### config.mk
export PLATFORM = sky130hd
export DESIGN_NAME = ro_puf_ctrl_multi_flat
export DESIGN_NICKNAME = d
export VERILOG_FILES = /design/src/rtl/ro_puf_ctrl_multi_if.sv /design/src/rtl/ro_puf_ctrl_multi.sv /design/src/flat_wrapper.sv
export SDC_FILE = /design/constraint.sdc
export NUM_CORES = 1
export LEC_CHECK = 0
export BUFFER_PORTS_ARGS = -buffer_cell sky130_fd_sc_hd__buf_2
export CAP_MARGIN = 40
export CORE_MARGIN = 5
export CORE_UTILIZATION = 54
export DETAILED_ROUTE_END_ITERATION = 12
export PLACE_DENSITY = 0.8
export SLEW_MARGIN = 20
export SYNTH_ARGS = -nofsm -noshare
export SYNTH_HDL_FRONTEND = slang
export SYNTH_SLANG_ARGS = --single-unit
### constraint.sdc
create_clock -name clk -period 2.5 [get_ports clk]
set_input_delay 0.5 -clock clk [delete_from_list [all_inputs] [get_ports clk]]
set_output_delay 0.5 -clock clk [all_outputs]
set_load 0.005 [all_outputs]
### src/rtl/ro_puf_ctrl_multi_if.sv
// ro_puf_ctrl_multi_if
// Bundles the controller's handshake and datapath signals between the RO-PUF
// evaluation controller and its surroundings (muxes, RO counters, RAM path).
//   master : controller side (drives challenge, RO/counter control, results)
//   slave  : environment side (drives start and the two counter values)
interface ro_puf_ctrl_multi_if #(
  parameter int N_PAIRS = 256,
  parameter int CHAL_W  = 8,
  parameter int CNT_W   = 16
);
  logic               start;
  logic [CNT_W-1:0]   count0;
  logic [CNT_W-1:0]   count1;
  logic [CHAL_W-1:0]  challenge;
  logic               roen;
  logic               counter_rst;
  logic               counter_en;
  logic               bit_valid;
  logic               bit_out;
  logic [CHAL_W-1:0]  bit_addr;
  logic [N_PAIRS-1:0] signature;
  logic [7:0]         tie_cnt;
  logic               busy;
  logic               done;

  modport master (
    input  start, count0, count1,
    output challenge, roen, counter_rst, counter_en, bit_valid, bit_out,
           bit_addr, signature, tie_cnt, busy, done
  );

  modport slave (
    output start, count0, count1,
    input  challenge, roen, counter_rst, counter_en, bit_valid, bit_out,
           bit_addr, signature, tie_cnt, busy, done
  );
endinterface

### src/rtl/ro_puf_ctrl_multi.sv
// ro_puf_ctrl_multi
// RO-PUF evaluation controller. For every challenge 0..N_PAIRS-1 it runs VOTES
// measurements (clear counters, gate them for WINDOW cycles, wait SETTLE cycles,
// compare count0 > count1), majority-votes the result, emits it as a RAM write
// strobe and collects it into an N_PAIRS-bit signature. Ties are counted.
// Ports:
//   clk  - system clock
//   rst  - asynchronous reset, active-low
//   bus  - ro_puf_ctrl_multi_if.master (start, count0/1 in; challenge, roen,
//          counter_rst, counter_en, bit_valid, bit_out, bit_addr, signature,
//          tie_cnt, busy, done out). All outputs are registered.
module ro_puf_ctrl_multi #(
  parameter int N_PAIRS = 256,
  parameter int CHAL_W  = 8,
  parameter int CNT_W   = 16,
  parameter int WINDOW  = 1000,
  parameter int SETTLE  = 2,
  parameter int VOTES   = 1
) (
  input  logic clk,
  input  logic rst,
  ro_puf_ctrl_multi_if.master bus
);

  localparam int WIN_W = $clog2(WINDOW + 1);
  localparam int SET_W = $clog2(SETTLE + 1);

  typedef enum logic [2:0] {
    S_IDLE   = 3'd0,
    S_CLR    = 3'd1,
    S_RUN    = 3'd2,
    S_SETTLE = 3'd3,
    S_SAMPLE = 3'd4,
    S_EMIT   = 3'd5
  } state_t;

  state_t             state_r, state_s;
  logic [CHAL_W-1:0]  chal_r, chal_s;
  logic [3:0]         vote_r, vote_s;
  logic [3:0]         ones_r, ones_s;
  logic [WIN_W-1:0]   win_r, win_s;
  logic [SET_W-1:0]   set_r, set_s;
  logic [7:0]         tie_r, tie_s;
  logic [N_PAIRS-1:0] sig_r, sig_s;

  logic               roen_r, roen_s;
  logic               crst_r, crst_s;
  logic               cen_r, cen_s;
  logic               bvalid_r, bvalid_s;
  logic               bout_r, bout_s;
  logic [CHAL_W-1:0]  baddr_r, baddr_s;
  logic               busy_r, busy_s;
  logic               done_r, done_s;
  logic               meas_s;

  // Next-state, datapath update and output decode of the evaluation FSM.
  // Outputs are decoded from the next state so the registered copies line up
  // with the state they belong to.
  always_comb begin
    state_s = state_r;
    chal_s  = chal_r;
    vote_s  = vote_r;
    ones_s  = ones_r;
    win_s   = win_r;
    set_s   = set_r;
    tie_s   = tie_r;
    sig_s   = sig_r;
    meas_s  = 1'b0;

    case (state_r)
      S_IDLE: begin
        if (bus.start) begin
          chal_s  = '0;
          vote_s  = 4'd0;
          ones_s  = 4'd0;
          tie_s   = 8'd0;
          sig_s   = '0;
          state_s = S_CLR;
        end else begin
          state_s = S_IDLE;
        end
      end
      S_CLR: begin
        win_s   = '0;
        state_s = S_RUN;
      end
      S_RUN: begin
        if (win_r == WIN_W'(WINDOW - 1)) begin
          win_s   = '0;
          set_s   = '0;
          state_s = S_SETTLE;
        end else begin
          win_s = win_r + WIN_W'(1);
        end
      end
      S_SETTLE: begin
        if (set_r == SET_W'(SETTLE - 1)) begin
          set_s   = '0;
          state_s = S_SAMPLE;
        end else begin
          set_s = set_r + SET_W'(1);
        end
      end
      S_SAMPLE: begin
        // A tie resolves to 0 and is counted, saturating at 255.
        meas_s = (bus.count0 > bus.count1);
        if ((bus.count0 == bus.count1) && (tie_r != 8'hFF)) begin
          tie_s = tie_r + 8'd1;
        end else begin
          tie_s = tie_r;
        end
        ones_s = ones_r + {3'b000, meas_s};
        if (vote_r < 4'(VOTES - 1)) begin
          vote_s  = vote_r + 4'd1;
          state_s = S_CLR;
        end else begin
          state_s = S_EMIT;
        end
      end
      S_EMIT: begin
        sig_s[chal_r] = bout_r;
        if (chal_r == CHAL_W'(N_PAIRS - 1)) begin
          state_s = S_IDLE;
        end else begin
          chal_s  = chal_r + CHAL_W'(1);
          vote_s  = 4'd0;
          ones_s  = 4'd0;
          state_s = S_CLR;
        end
      end
      default: begin
        state_s = S_IDLE;
      end
    endcase

    roen_s   = 1'b0;
    crst_s   = 1'b0;
    cen_s    = 1'b0;
    bvalid_s = 1'b0;
    bout_s   = 1'b0;
    baddr_s  = '0;
    done_s   = 1'b0;
    busy_s   = (state_s != S_IDLE);

    case (state_s)
      S_CLR: begin
        roen_s = 1'b1;
        crst_s = 1'b1;
      end
      S_RUN: begin
        roen_s = 1'b1;
        cen_s  = 1'b1;
      end
      S_SETTLE, S_SAMPLE: begin
        roen_s = 1'b1;
      end
      S_EMIT: begin
        bvalid_s = 1'b1;
        bout_s   = (ones_s > 4'(VOTES / 2));
        baddr_s  = chal_s;
        done_s   = (chal_s == CHAL_W'(N_PAIRS - 1));
      end
      default: begin
        roen_s = 1'b0;
      end
    endcase
  end

  // State, datapath and registered-output flops with asynchronous clear.
  always_ff @(posedge clk or negedge rst) begin
    if (!rst) begin
      state_r  <= S_IDLE;
      chal_r   <= '0;
      vote_r   <= 4'd0;
      ones_r   <= 4'd0;
      win_r    <= '0;
      set_r    <= '0;
      tie_r    <= 8'd0;
      sig_r    <= '0;
      roen_r   <= 1'b0;
      crst_r   <= 1'b0;
      cen_r    <= 1'b0;
      bvalid_r <= 1'b0;
      bout_r   <= 1'b0;
      baddr_r  <= '0;
      busy_r   <= 1'b0;
      done_r   <= 1'b0;
    end else begin
      state_r  <= state_s;
      chal_r   <= chal_s;
      vote_r   <= vote_s;
      ones_r   <= ones_s;
      win_r    <= win_s;
      set_r    <= set_s;
      tie_r    <= tie_s;
      sig_r    <= sig_s;
      roen_r   <= roen_s;
      crst_r   <= crst_s;
      cen_r    <= cen_s;
      bvalid_r <= bvalid_s;
      bout_r   <= bout_s;
      baddr_r  <= baddr_s;
      busy_r   <= busy_s;
      done_r   <= done_s;
    end
  end

  assign bus.challenge   = chal_r;
  assign bus.roen        = roen_r;
  assign bus.counter_rst = crst_r;
  assign bus.counter_en  = cen_r;
  assign bus.bit_valid   = bvalid_r;
  assign bus.bit_out     = bout_r;
  assign bus.bit_addr    = baddr_r;
  assign bus.signature   = sig_r;
  assign bus.tie_cnt     = tie_r;
  assign bus.busy        = busy_r;
  assign bus.done        = done_r;

endmodule
### src/flat_wrapper.sv
// flat-port wrapper written by rule: the top's interface ports become plain ports
module ro_puf_ctrl_multi_flat 
#(
  parameter int N_PAIRS = 256,
  parameter int CHAL_W  = 8,
  parameter int CNT_W   = 16,
  parameter int WINDOW  = 1000,
  parameter int SETTLE  = 2,
  parameter int VOTES   = 1
)
  (clk, rst, bus_start, bus_count0, bus_count1, bus_challenge, bus_roen, bus_counter_rst, bus_counter_en, bus_bit_valid, bus_bit_out, bus_bit_addr, bus_signature, bus_tie_cnt, bus_busy, bus_done);
  ro_puf_ctrl_multi_if #(.N_PAIRS(N_PAIRS), .CHAL_W(CHAL_W), .CNT_W(CNT_W)) bus_i ();
  input  logic clk;
  input  logic rst;
  input wire logic [$bits(bus_i.start)-1:0] bus_start;
  input wire logic [$bits(bus_i.count0)-1:0] bus_count0;
  input wire logic [$bits(bus_i.count1)-1:0] bus_count1;
  output wire logic [$bits(bus_i.challenge)-1:0] bus_challenge;
  output wire logic [$bits(bus_i.roen)-1:0] bus_roen;
  output wire logic [$bits(bus_i.counter_rst)-1:0] bus_counter_rst;
  output wire logic [$bits(bus_i.counter_en)-1:0] bus_counter_en;
  output wire logic [$bits(bus_i.bit_valid)-1:0] bus_bit_valid;
  output wire logic [$bits(bus_i.bit_out)-1:0] bus_bit_out;
  output wire logic [$bits(bus_i.bit_addr)-1:0] bus_bit_addr;
  output wire logic [$bits(bus_i.signature)-1:0] bus_signature;
  output wire logic [$bits(bus_i.tie_cnt)-1:0] bus_tie_cnt;
  output wire logic [$bits(bus_i.busy)-1:0] bus_busy;
  output wire logic [$bits(bus_i.done)-1:0] bus_done;
  assign bus_i.start = bus_start;
  assign bus_i.count0 = bus_count0;
  assign bus_i.count1 = bus_count1;
  assign bus_challenge = bus_i.challenge;
  assign bus_roen = bus_i.roen;
  assign bus_counter_rst = bus_i.counter_rst;
  assign bus_counter_en = bus_i.counter_en;
  assign bus_bit_valid = bus_i.bit_valid;
  assign bus_bit_out = bus_i.bit_out;
  assign bus_bit_addr = bus_i.bit_addr;
  assign bus_signature = bus_i.signature;
  assign bus_tie_cnt = bus_i.tie_cnt;
  assign bus_busy = bus_i.busy;
  assign bus_done = bus_i.done;
  ro_puf_ctrl_multi #(.N_PAIRS(N_PAIRS), .CHAL_W(CHAL_W), .CNT_W(CNT_W), .WINDOW(WINDOW), .SETTLE(SETTLE), .VOTES(VOTES)) u_core (.clk(clk), .rst(rst), .bus(bus_i));
endmodule
### Word-level counts from Yosys, hierarchy flattened

Index checks and enable logic that the tools add are counted.

* flip-flop bits (word level): 310
* bits of input ports: 35

* add/sub/neg operators: 6
* order comparisons: 5
* eq/ne operators: 21
* mux-type cells: 36
* reductions and logical operators: 14

Operators by type and width (number)
* $pmux 256 s2: 1
* $bwmux 256: 1
* $mux 256: 1
* $mux 8: 5
* $pmux 8 s2: 2
* $pmux 4 s3: 2
* $mux 4: 5
* $pmux 10 s2: 1
* $pmux 3 s6: 1
* $add 8x1->8 const B: 2
* $eq 16x16->1: 1
* $eq 8x8->1 const B: 2
* $gt 16x16->1: 1
* $eq 3x2->1 const B: 4
* $eq 3x3->1 const B: 4
* $add 10x1->10 const B: 1
* $eq 10x10->1 const B: 1
* $mux 10: 1
* $lt 8x9->1 const B: 1
* $mux 1: 9
* $mux 3: 3
* $demux 1 s8: 1
* $ge 8x1->1 const B: 1
* $ne 8x8->1 const B: 1
* other kinds (19): 30

### Longest topological paths before layout

Gate-level depths: netlist of the first run.

* word-level depth: 6
* mapped depth: 13
* depth with buffers taken out: 13

### Worst setup path before layout of the first run

Ideal clock, no wire load.

* kind: input to register
* from: in bus_count1[1]
* to: reg u_core.bout_r, in the netlist u_core.bus.bit_out
* setup time: 0.127 ns
* arrival time: 2.219 ns
* setup slack: 0.154 ns
* cell stages on the path: 13
* path through: inv_1 ha_1 nor2b_1 o211ai_1 a21oi_1 o31ai_1 a21oi_1 ha_1 nand3_1 mux2i_1 o32ai_1 nor3_1 o22ai_1

* longest elaborated chain between the ends: 5

RTL lines
* start, declared: RTL line flat_wrapper.sv:17 `input wire logic [$bits(bus_i.count1)-1:0] bus_count1;`
* $gt 16x16->1: RTL line ro_puf_ctrl_multi.sv:106 `meas_s = (bus.count0 > bus.count1);`
* $add 4x1->4: RTL line ro_puf_ctrl_multi.sv:112 `ones_s = ones_r + {3'b000, meas_s};`
* $pmux 4 s3: RTL line ro_puf_ctrl_multi.sv:70 `case (state_r)`
* via u_core.ones_s[3]: RTL line ro_puf_ctrl_multi.sv:40 `logic [3:0] ones_r, ones_s;`
* $gt 4x1->1: RTL line ro_puf_ctrl_multi.sv:159 `bout_s = (ones_s > 4'(VOTES / 2));`
* $mux 1: RTL line ro_puf_ctrl_multi.sv:145 `case (state_s)`
* via u_core.bout_s: RTL line ro_puf_ctrl_multi.sv:50 `logic bout_r, bout_s;`
* end signal, assigned: RTL line ro_puf_ctrl_multi.sv:201 `bout_r <= bout_s;`
* end, declared: RTL line ro_puf_ctrl_multi.sv:50

The timed path passes the listed nets, and every way through them passes these cells.
A chain may end at the register's enable or synchronous reset.

### Worst setup path after layout of the first run

* from: reg u_core.state_r[0]
* to: reg u_core.sig_r[250], in the netlist u_core.bus.signature[250]

* longest elaborated chain between the ends: 3
* elaborated cells between the ends (all ways): 6

RTL lines
* start, declared: RTL line ro_puf_ctrl_multi.sv:37 `state_t state_r, state_s;`
* start signal, assigned: RTL line ro_puf_ctrl_multi.sv:189 `state_r <= state_s;`
* $eq 3x3->1 / $logic_not 3->1 (equally long branches): RTL line ro_puf_ctrl_multi.sv:70
* $reduce_bool 2->1 (no source line) / $ne 2x2->1 (equally long branches)
* $reduce_and 2->1 (no source line)
* end signal, assigned: RTL line ro_puf_ctrl_multi.sv:196 `sig_r <= sig_s;`
* end, declared: RTL line ro_puf_ctrl_multi.sv:44 `logic [N_PAIRS-1:0] sig_r, sig_s;`

Parallel ways exist; a longest one is shown, timed or not.

==> results by group, run 1 <==
Placement
  • Hpwl dp: 34.0 mm
  • Port Buffers: 321
  • Place WS: -0.204 ns
  • RD Place Congestion: 0.911
  • Area post-placement: 0.0163 mm2

GRT
  • Pin count of the biggest net entering global routing: 127
  • Vias in the first global route: 13.7k
  • Initial antenna violation count: 0
  • First-pass GRT wire length: 78.6 mm
  • GR Util All Layers: 0.338
  • Overflow after GRT: 0

Floorplan
  • Die ar.: 0.0296 mm2
  • Core ar.: 0.0259 mm2
  • Rows: 59
  • Initial Utilization: 0.547
  • Die Y: 172 um
  • Ports: 322
  • Die width: 172 um

Critical path
  • CP Cell Sequence: and3b_1 -> and2_1 -> buf_4 -> nand2_2 -> o21ai_0
  • Critical path's slowest cell: dfrtp_1
  • WS Path Type: reg -> reg
  • Startpoint Class: flip-flop
  • CP max FO: 16
  • Worst Path Arrival: 2.82 ns
  • Slowest stage delay, CP: 0.56 ns
  • Critical Path RT: 2.90 ns
  • CP bufs+invs: 1
  • CP Capture Type: flip-flop
  • Delay-heaviest family, CP: simple AND/OR/NAND/NOR gates

Route
  • DRC violations left: 0
  • TritonRoute pass-1 iters: 6
  • Iteration-0 DRC Markers: 2,179
  • DRT antenna net count: 0
  • Via count: 14.2k
  • Avg WL per Cell: 23.6 um
  • Vias/cell: 6.47
  • Final WL: 51.9 mm

Cells and area
  • Commonest non-fill, non-tap cell in the layout: o21ai_0
  • Share of cells above drive strength 1: 0.262
  • Multi-input logic area: 0.00578 mm2
  • Net total in the final layout: 1,900
  • # fillers: 2,045
  • Commonest cells after routing, fill and taps aside: o21ai_0 (491), buf_2 (320), dfrtp_1 (306)
  • Syn-to-layout area delta: 24.1%
  • Final Cell Area: 0.0176 mm2
  • Reg area: 0.00766 mm2

STA
  • Min Tclk post-route: 2.42 ns
  • Final setup viols: 0
  • Fin crit share: 0.966
  • RSZ-0062 raised after global routing: no
  • Worst-Margin Slew: 0.758 ns
  • Max-slew headroom: 0.490
  • Final setup margin: 0.0844 ns
  • Count of final max-slew check failures: 0
  • Setup Skew: 0.0181 ns
  • FMAX: 414 MHz
  • Final Hold Viols: 0

Clock network
  • CTS tree: done
  • H-tree Lvls: 2
  • Setup Fix Bufs, Post-CTS: 0
  • Clock Path Buffers: 3
  • CTS Sinks: 306
  • CTS Root Cell: clkbuf_16
  • Cts bufs inserted: 34
  • Clk slew on worst S/H paths: 0.06 ns
  • Worst-Skew Late Latency: 0.52 ns

Synth
  • Mean Syn Cell Area: 9.13 um2
  • Number of synthesized flops with an enable pin: 0
  • Post-synthesis cell type count: 63
  • Synth Warn #: 0
  • Primary FF master, synth: dfrtp_1
  • Cell Area, Synth: 0.0142 mm2
  • Async SR Flop Fraction: 1.00
  • Gate count of the mapped netlist: 1,551
  • Seq/Total Area, Yosys: 0.541
  • Net Count, Synth: 1,610
  • Number of synthesized register bits: 306

Pwr
  • Pwr/cell area: 619 mW/mm2
  • Peak supply drop: 0.483 mV
  • Leakage: 7.22 nW
  • Design Power: 10.9 mW

Job
  • Max cap viols: 0

Worst hold path
  • Hold Crit Class: in -> reg

Status
  • Status: completed
[cell type report]
type                            count  area share
Clock inverter                     11      0.0137
Multi-Input combinational cell   1062       0.329
Inverter                           29     0.00619
Timing Repair Buffer              408       0.134
Antenna cell                        1    0.000142
Clock buffer                       49      0.0575
Sequential cell                   306       0.436
Tap cell                          335      0.0238
[flip-flops by register name, indices dropped and copies added (netlist names)]
register                cells
u_core.bus.done             1
u_core.bus.bit_addr         8
u_core.bus.tie_cnt          8
u_core.bus.busy             1
u_core.bus.signature      256
u_core.bus.roen             1
u_core.bus.counter_rst      1
u_core.win_r               10
u_core.bus.counter_en       1
u_core.bus.bit_valid        1
u_core.state_r              3
u_core.bus.challenge        8
u_core.bus.bit_out          1
u_core.set_r                2
u_core.ones_r               4
[worst register-to-register path: stages, from the launching register on]
cell     delay [ns]
dfrtp_1        0.56
and3b_1        0.25
and2_1         0.55
buf_4          0.28
nand2_2        0.29
o21ai_0        0.37
[synthesized netlist by cell type (2+ instances only)]
master | number | area share
o21ai_0 | 491 | 0.17
dfrtp_1 | 306 | 0.54
a21oi_1 | 273 | 0.096
clkbuf_1 | 122 | 0.032
nand2_1 | 52 | 0.014
o21ai_1 | 43 | 0.015
nor2_1 | 31 | 0.0082
inv_1 | 29 | 0.0077
ha_1 | 24 | 0.021
buf_2 | 21 | 0.0074
and2_1 | 17 | 0.0075
nand3_1 | 12 | 0.0042
nand4_1 | 10 | 0.0044
and3_1 | 9 | 0.0040
nor2b_1 | 9 | 0.0040
o31ai_1 | 9 | 0.0048
nand2_2 | 7 | 0.0031
nand2b_1 | 7 | 0.0031
nor2_2 | 6 | 0.0027
a22o_1 | 5 | 0.0031
clkbuf_2 | 5 | 0.0018
buf_4 | 4 | 0.0021
nor3_1 | 4 | 0.0014
or4_1 | 4 | 0.0021
a21o_1 | 3 | 0.0016
a31oi_1 | 3 | 0.0013
and4_1 | 2 | 0.0012
buf_6 | 2 | 0.0016
mux2i_1 | 2 | 0.0014
nor3_2 | 2 | 0.0014
o211ai_1 | 2 | 0.0011
o311ai_0 | 2 | 0.0012
or3_1 | 2 | 0.00088
xor2_1 | 2 | 0.0012
[metal layers]
metal | GRT usage | up-vias | part of all wire
met3 | 0.0766 | 173 | 0.11
li1 | - | 6136 | -
met4 | 0.144 | 0 | 0.044
met5 | 0 | - | 0
met2 | 0.532 | 1000 | 0.47
met1 | 0.457 | 6933 | 0.38
[where the power goes]
group | switching [mW] | leakage (nW) | internal [mW]
clock network | 2.05 | 0.612 | 3.54
registers | 0.00875 | 2.88 | 4.96
logic | 0.223 | 3.72 | 0.0903
[repair_timing]
| item | 4_1_cts | 5_1_grt |
|---|---|---|
| resized for setup | 0 | 2 |
| hold buffers | 1 | 0 |
| endpoints found under the setup margin | 0 | 5 |
| hold endpoints to repair | 59 | 0 |
[logic make-up (layout without fill, tap and decap cells)]
family                   count (synthesis)  in the layout  synth area share
adder cells (fa/ha/maj)                 24             24            0.0212
AO/OA/AOI/OAI                          848            848             0.310
flip-flops                             306            306             0.541
buffers and inverters                  183            497            0.0529
AND/OR/NAND/NOR                        184            184            0.0708
XOR/XNOR                                 3              3           0.00186
multiplexers                             3              3           0.00221
other                                    0              1                 0
[path summary, 6_finish.rpt]
path,from,endpoint,slack [ns],cells after the start
max,u_core.state_r[0]$_DFF_PN0_,u_core.bus.signature[250]$_DFFE_PN0P_,0.08,5
min in group asynchronous,rst,u_core.bus.signature[169]$_DFFE_PN0P_,0.55,2
max reg2reg,u_core.state_r[0]$_DFF_PN0_,u_core.bus.signature[250]$_DFFE_PN0P_,0.08,5
min,bus_start,u_core.bus.roen$_DFF_PN0_,0.41,3
min reg2reg,u_core.bus.signature[169]$_DFFE_PN0P_,u_core.bus.signature[169]$_DFFE_PN0P_,0.49,2
max in group asynchronous,rst,u_core.bus.signature[59]$_DFFE_PN0P_,1.10,3
[per-stage QoR]
stage | setup TNS, ns | instances | util | hold WS [ns]
2_1_floorplan | 0 | 1551 | - | 0.204
3_3_place_gp | -0.0744 | 2139 | 0.629 | 0.481
3_5_place_dp | -0.269 | 2139 | 0.629 | 0.491
4_1_cts | 0 | 2200 | 0.678 | 0.360
5_1_grt | 0 | 2200 | 0.678 | 0.447
6_report | 0 | 2201 | 0.678 | 0.408
(Power assumes the default switching activity.)
==> inputs of run 2 (changes only) <==
==> constraint.sdc (replaced) <==
create_clock -name clk -period 2.5 [get_ports clk]
set_input_delay 0.25 -clock clk [delete_from_list [all_inputs] [get_ports clk]]
set_output_delay 0.25 -clock clk [all_outputs]
set_load 0.005 [all_outputs]
==> results by group, run 2 (synthesis results as in run 1) <==
STA
  • Final setup margin: 0.190 ns (+0.106 ns)
  • Count of final max-slew check failures: 0 (unchanged)
  • Worst-Margin Slew: 0.750 ns (-0.00770 ns)
  • RSZ-0062 raised after global routing: no
  • Setup Skew: 0.00997 ns (-0.00813 ns)
  • Final setup viols: 0 (unchanged)
  • Fin crit share: 0.924 (-0.0424)
  • Setup TNS: 0 ns (unchanged)
  • Final Hold Viols: 0 (unchanged)
  • Max-slew headroom: 0.499 (+0.00858)
  • FMAX: 433 MHz (+4.6%)
  • Min Tclk post-route: 2.31 ns (-0.106 ns)

Critical path
  • Worst Path Arrival: 2.67 ns (-0.15 ns)
  • WS Path Type: reg -> reg
  • Critical Path RT: 2.86 ns (-0.04 ns)
  • Startpoint Class: flip-flop
  • CP Capture Type: flip-flop
  • CP max FO: 88 (+72)

GRT
  • First-pass GRT wire length: 79.6 mm (+1.2%)
  • Overflow after GRT: 0 (unchanged)
  • Pin count of the biggest net entering global routing: 129 (+1.6%)
  • Vias in the first global route: 13.7k (-0.34%)
  • GR Util All Layers: 0.344 (+0.00554)
  • Initial antenna violation count: 0 (unchanged)

Floorplan
  • Die ar.: 0.0296 mm2 (unchanged)
  • Initial Utilization: 0.547 (unchanged)
  • Ports: 322 (unchanged)
  • Die width: 172 um (unchanged)
  • Core ar.: 0.0259 mm2 (unchanged)
  • Die Y: 172 um (unchanged)
  • Rows: 59 (unchanged)

Cells and area
  • Share of cells above drive strength 1: 0.255 (-0.00749)
  • Commonest non-fill, non-tap cell in the layout: o21ai_0
  • Net total in the final layout: 1,891 (-0.47%)
  • Ant. Diodes: 0 (-1)
  • Syn-to-layout area delta: 23.0%
  • Max FFs per register: 256 (unchanged)
  • Commonest cells after routing, fill and taps aside: o21ai_0 (491), buf_2 (320), dfrtp_1 (306)
  • # fillers: 2,049 (+0.20%)

Pwr
  • Peak supply drop: 0.481 mV (-0.48%)
  • P_int: 8.15 mW (-5.1%)
  • Sw Pwr: 2.23 mW (-2.4%)
  • Flop pwr share: 0.478 (+0.021)
  • Sw Ratio: 0.215 (+0.00475)
  • Clock network power share: 0.492 (-0.023)
  • Comb power frac: 0.030 (about the same)
  • Pwr/cell area: 596 mW/mm2 (-3.7%)
  • Leakage: 7.12 nW (-1.3%)

Route
  • Via count: 14.2k (-0.27%)
  • DRC violations left: 0 (unchanged)
  • DRT antenna net count: 0 (unchanged)
  • Vias/cell: 6.48 (+0.14%)
  • Iteration-0 DRC Markers: 2,225 (+2.1%)
  • TritonRoute pass-1 iters: 6 (unchanged)
  • Final WL: 52.1 mm (+0.47%)
  • Avg WL per Cell: 23.8 um (+0.88%)

Placement
  • Hpwl dp: 34.0 mm (about the same)
  • Place WS: 0.0676 ns (+0.272 ns)
  • Port Buffers: 321 (unchanged)
  • RD Place Congestion: 0.893 (-2.0%)

Clock network
  • CTS tree: done
  • Clock Path Buffers: 3 (unchanged)
  • Clk slew on worst S/H paths: 0.06 ns (about the same)
  • Worst-Skew Late Latency: 0.51 ns (about the same)
  • H-tree Lvls: 2 (unchanged)
  • Cts bufs inserted: 34 (unchanged)
  • CTS Sinks: 306 (unchanged)
  • Post-CTS sizing: 0 (unchanged)
  • CTS Root Cell: clkbuf_16

Job
  • Max cap viols: 0 (unchanged)

Worst hold path
  • Hold Crit Class: in -> reg

Status
  • Status: completed
[run 2: cell count changes in the layout (fill, tap and decap cells not counted), sizes merged]
cell	previous run	this run
buf	407	398
bufinv	7	2
diode	1	0
clkinv	4	1
clkbuf	49	57
inv	29	30
[run 2: final timing paths]
kind | from | endpoint | slack (ns) | depth (start not counted)
max | u_core.state_r[1]$_DFF_PN0_ | u_core.bus.signature[51]$_DFFE_PN0P_ | 0.19 | 6
min | bus_start | u_core.bus.roen$_DFF_PN0_ | 0.13 | 3
max reg2reg | u_core.state_r[1]$_DFF_PN0_ | u_core.bus.signature[51]$_DFFE_PN0P_ | 0.19 | 6
min reg2reg | u_core.bus.signature[169]$_DFFE_PN0P_ | u_core.bus.signature[169]$_DFFE_PN0P_ | 0.50 | 2
max in group asynchronous | rst | u_core.bus.tie_cnt[1]$_DFFE_PN0P_ | 1.40 | 3
min in group asynchronous | rst | u_core.bus.signature[199]$_DFFE_PN0P_ | 0.30 | 2
[run 2: power by group through the flow]
stage	clock network (mW)	registers, mW	logic, mW
6_report	5.11	4.96	0.310
5_1_grt	5.37	4.96	0.349
4_1_cts	5.13	4.96	0.312
3_5_place_dp	0	5.05	0.310
3_3_place_gp	0	5.05	0.301
2_1_floorplan	0	5.05	0.108
[run 2: layer usage]
metal | track usage | wire [um]
met4 | 0.140 | 2360
met1 | 0.463 | 19100
met2 | 0.543 | 24400
met5 | 0 | 0
met3 | 0.0814 | 6200
[run 2: worst max-delay path, cell delays in order, from the launching register on]
cell	delay (ns)
dfrtp_1	0.55
nand3b_4	0.29
buf_12	0.37
buf_12	0.34
a21oi_1	0.12
o21ai_0	0.25
o21ai_0	0.16
[run 2: repair_timing]
action / 4_1_cts / 5_1_grt
setup endpoints to repair: 0 / 0
hold buffers: 1 / 0
setup buffers: 0 / 0
hold endpoints to repair: 68 / 0
[run 2: through the flow]
step | std cells | hold slack (ns) | power (mW) | cell area [um2] | util
floorplan | 1551 | -0.0456 | 5.16 | 14200 | -
global placement | 2129 | 0.264 | 5.36 | 16200 | 0.627
detailed placement | 2130 | 0.269 | 5.36 | 16300 | 0.628
CTS | 2192 | 0.112 | 10.4 | 17400 | 0.672
global route | 2192 | 0.145 | 10.7 | 17400 | 0.672
finish | 2192 | 0.134 | 10.4 | 17400 | 0.672
[run 2: area by class of cell]
class,count,area [um2],share of cell area
Sequential cell,306,7660,0.440
Multi-Input combinational cell,1062,5780,0.332
Timing Repair Buffer,399,2320,0.133
Clock buffer,57,1060,0.0609
Tap cell,335,419,0.0241
Inverter,29,109,0.00625
Clock inverter,4,80.1,0.00460
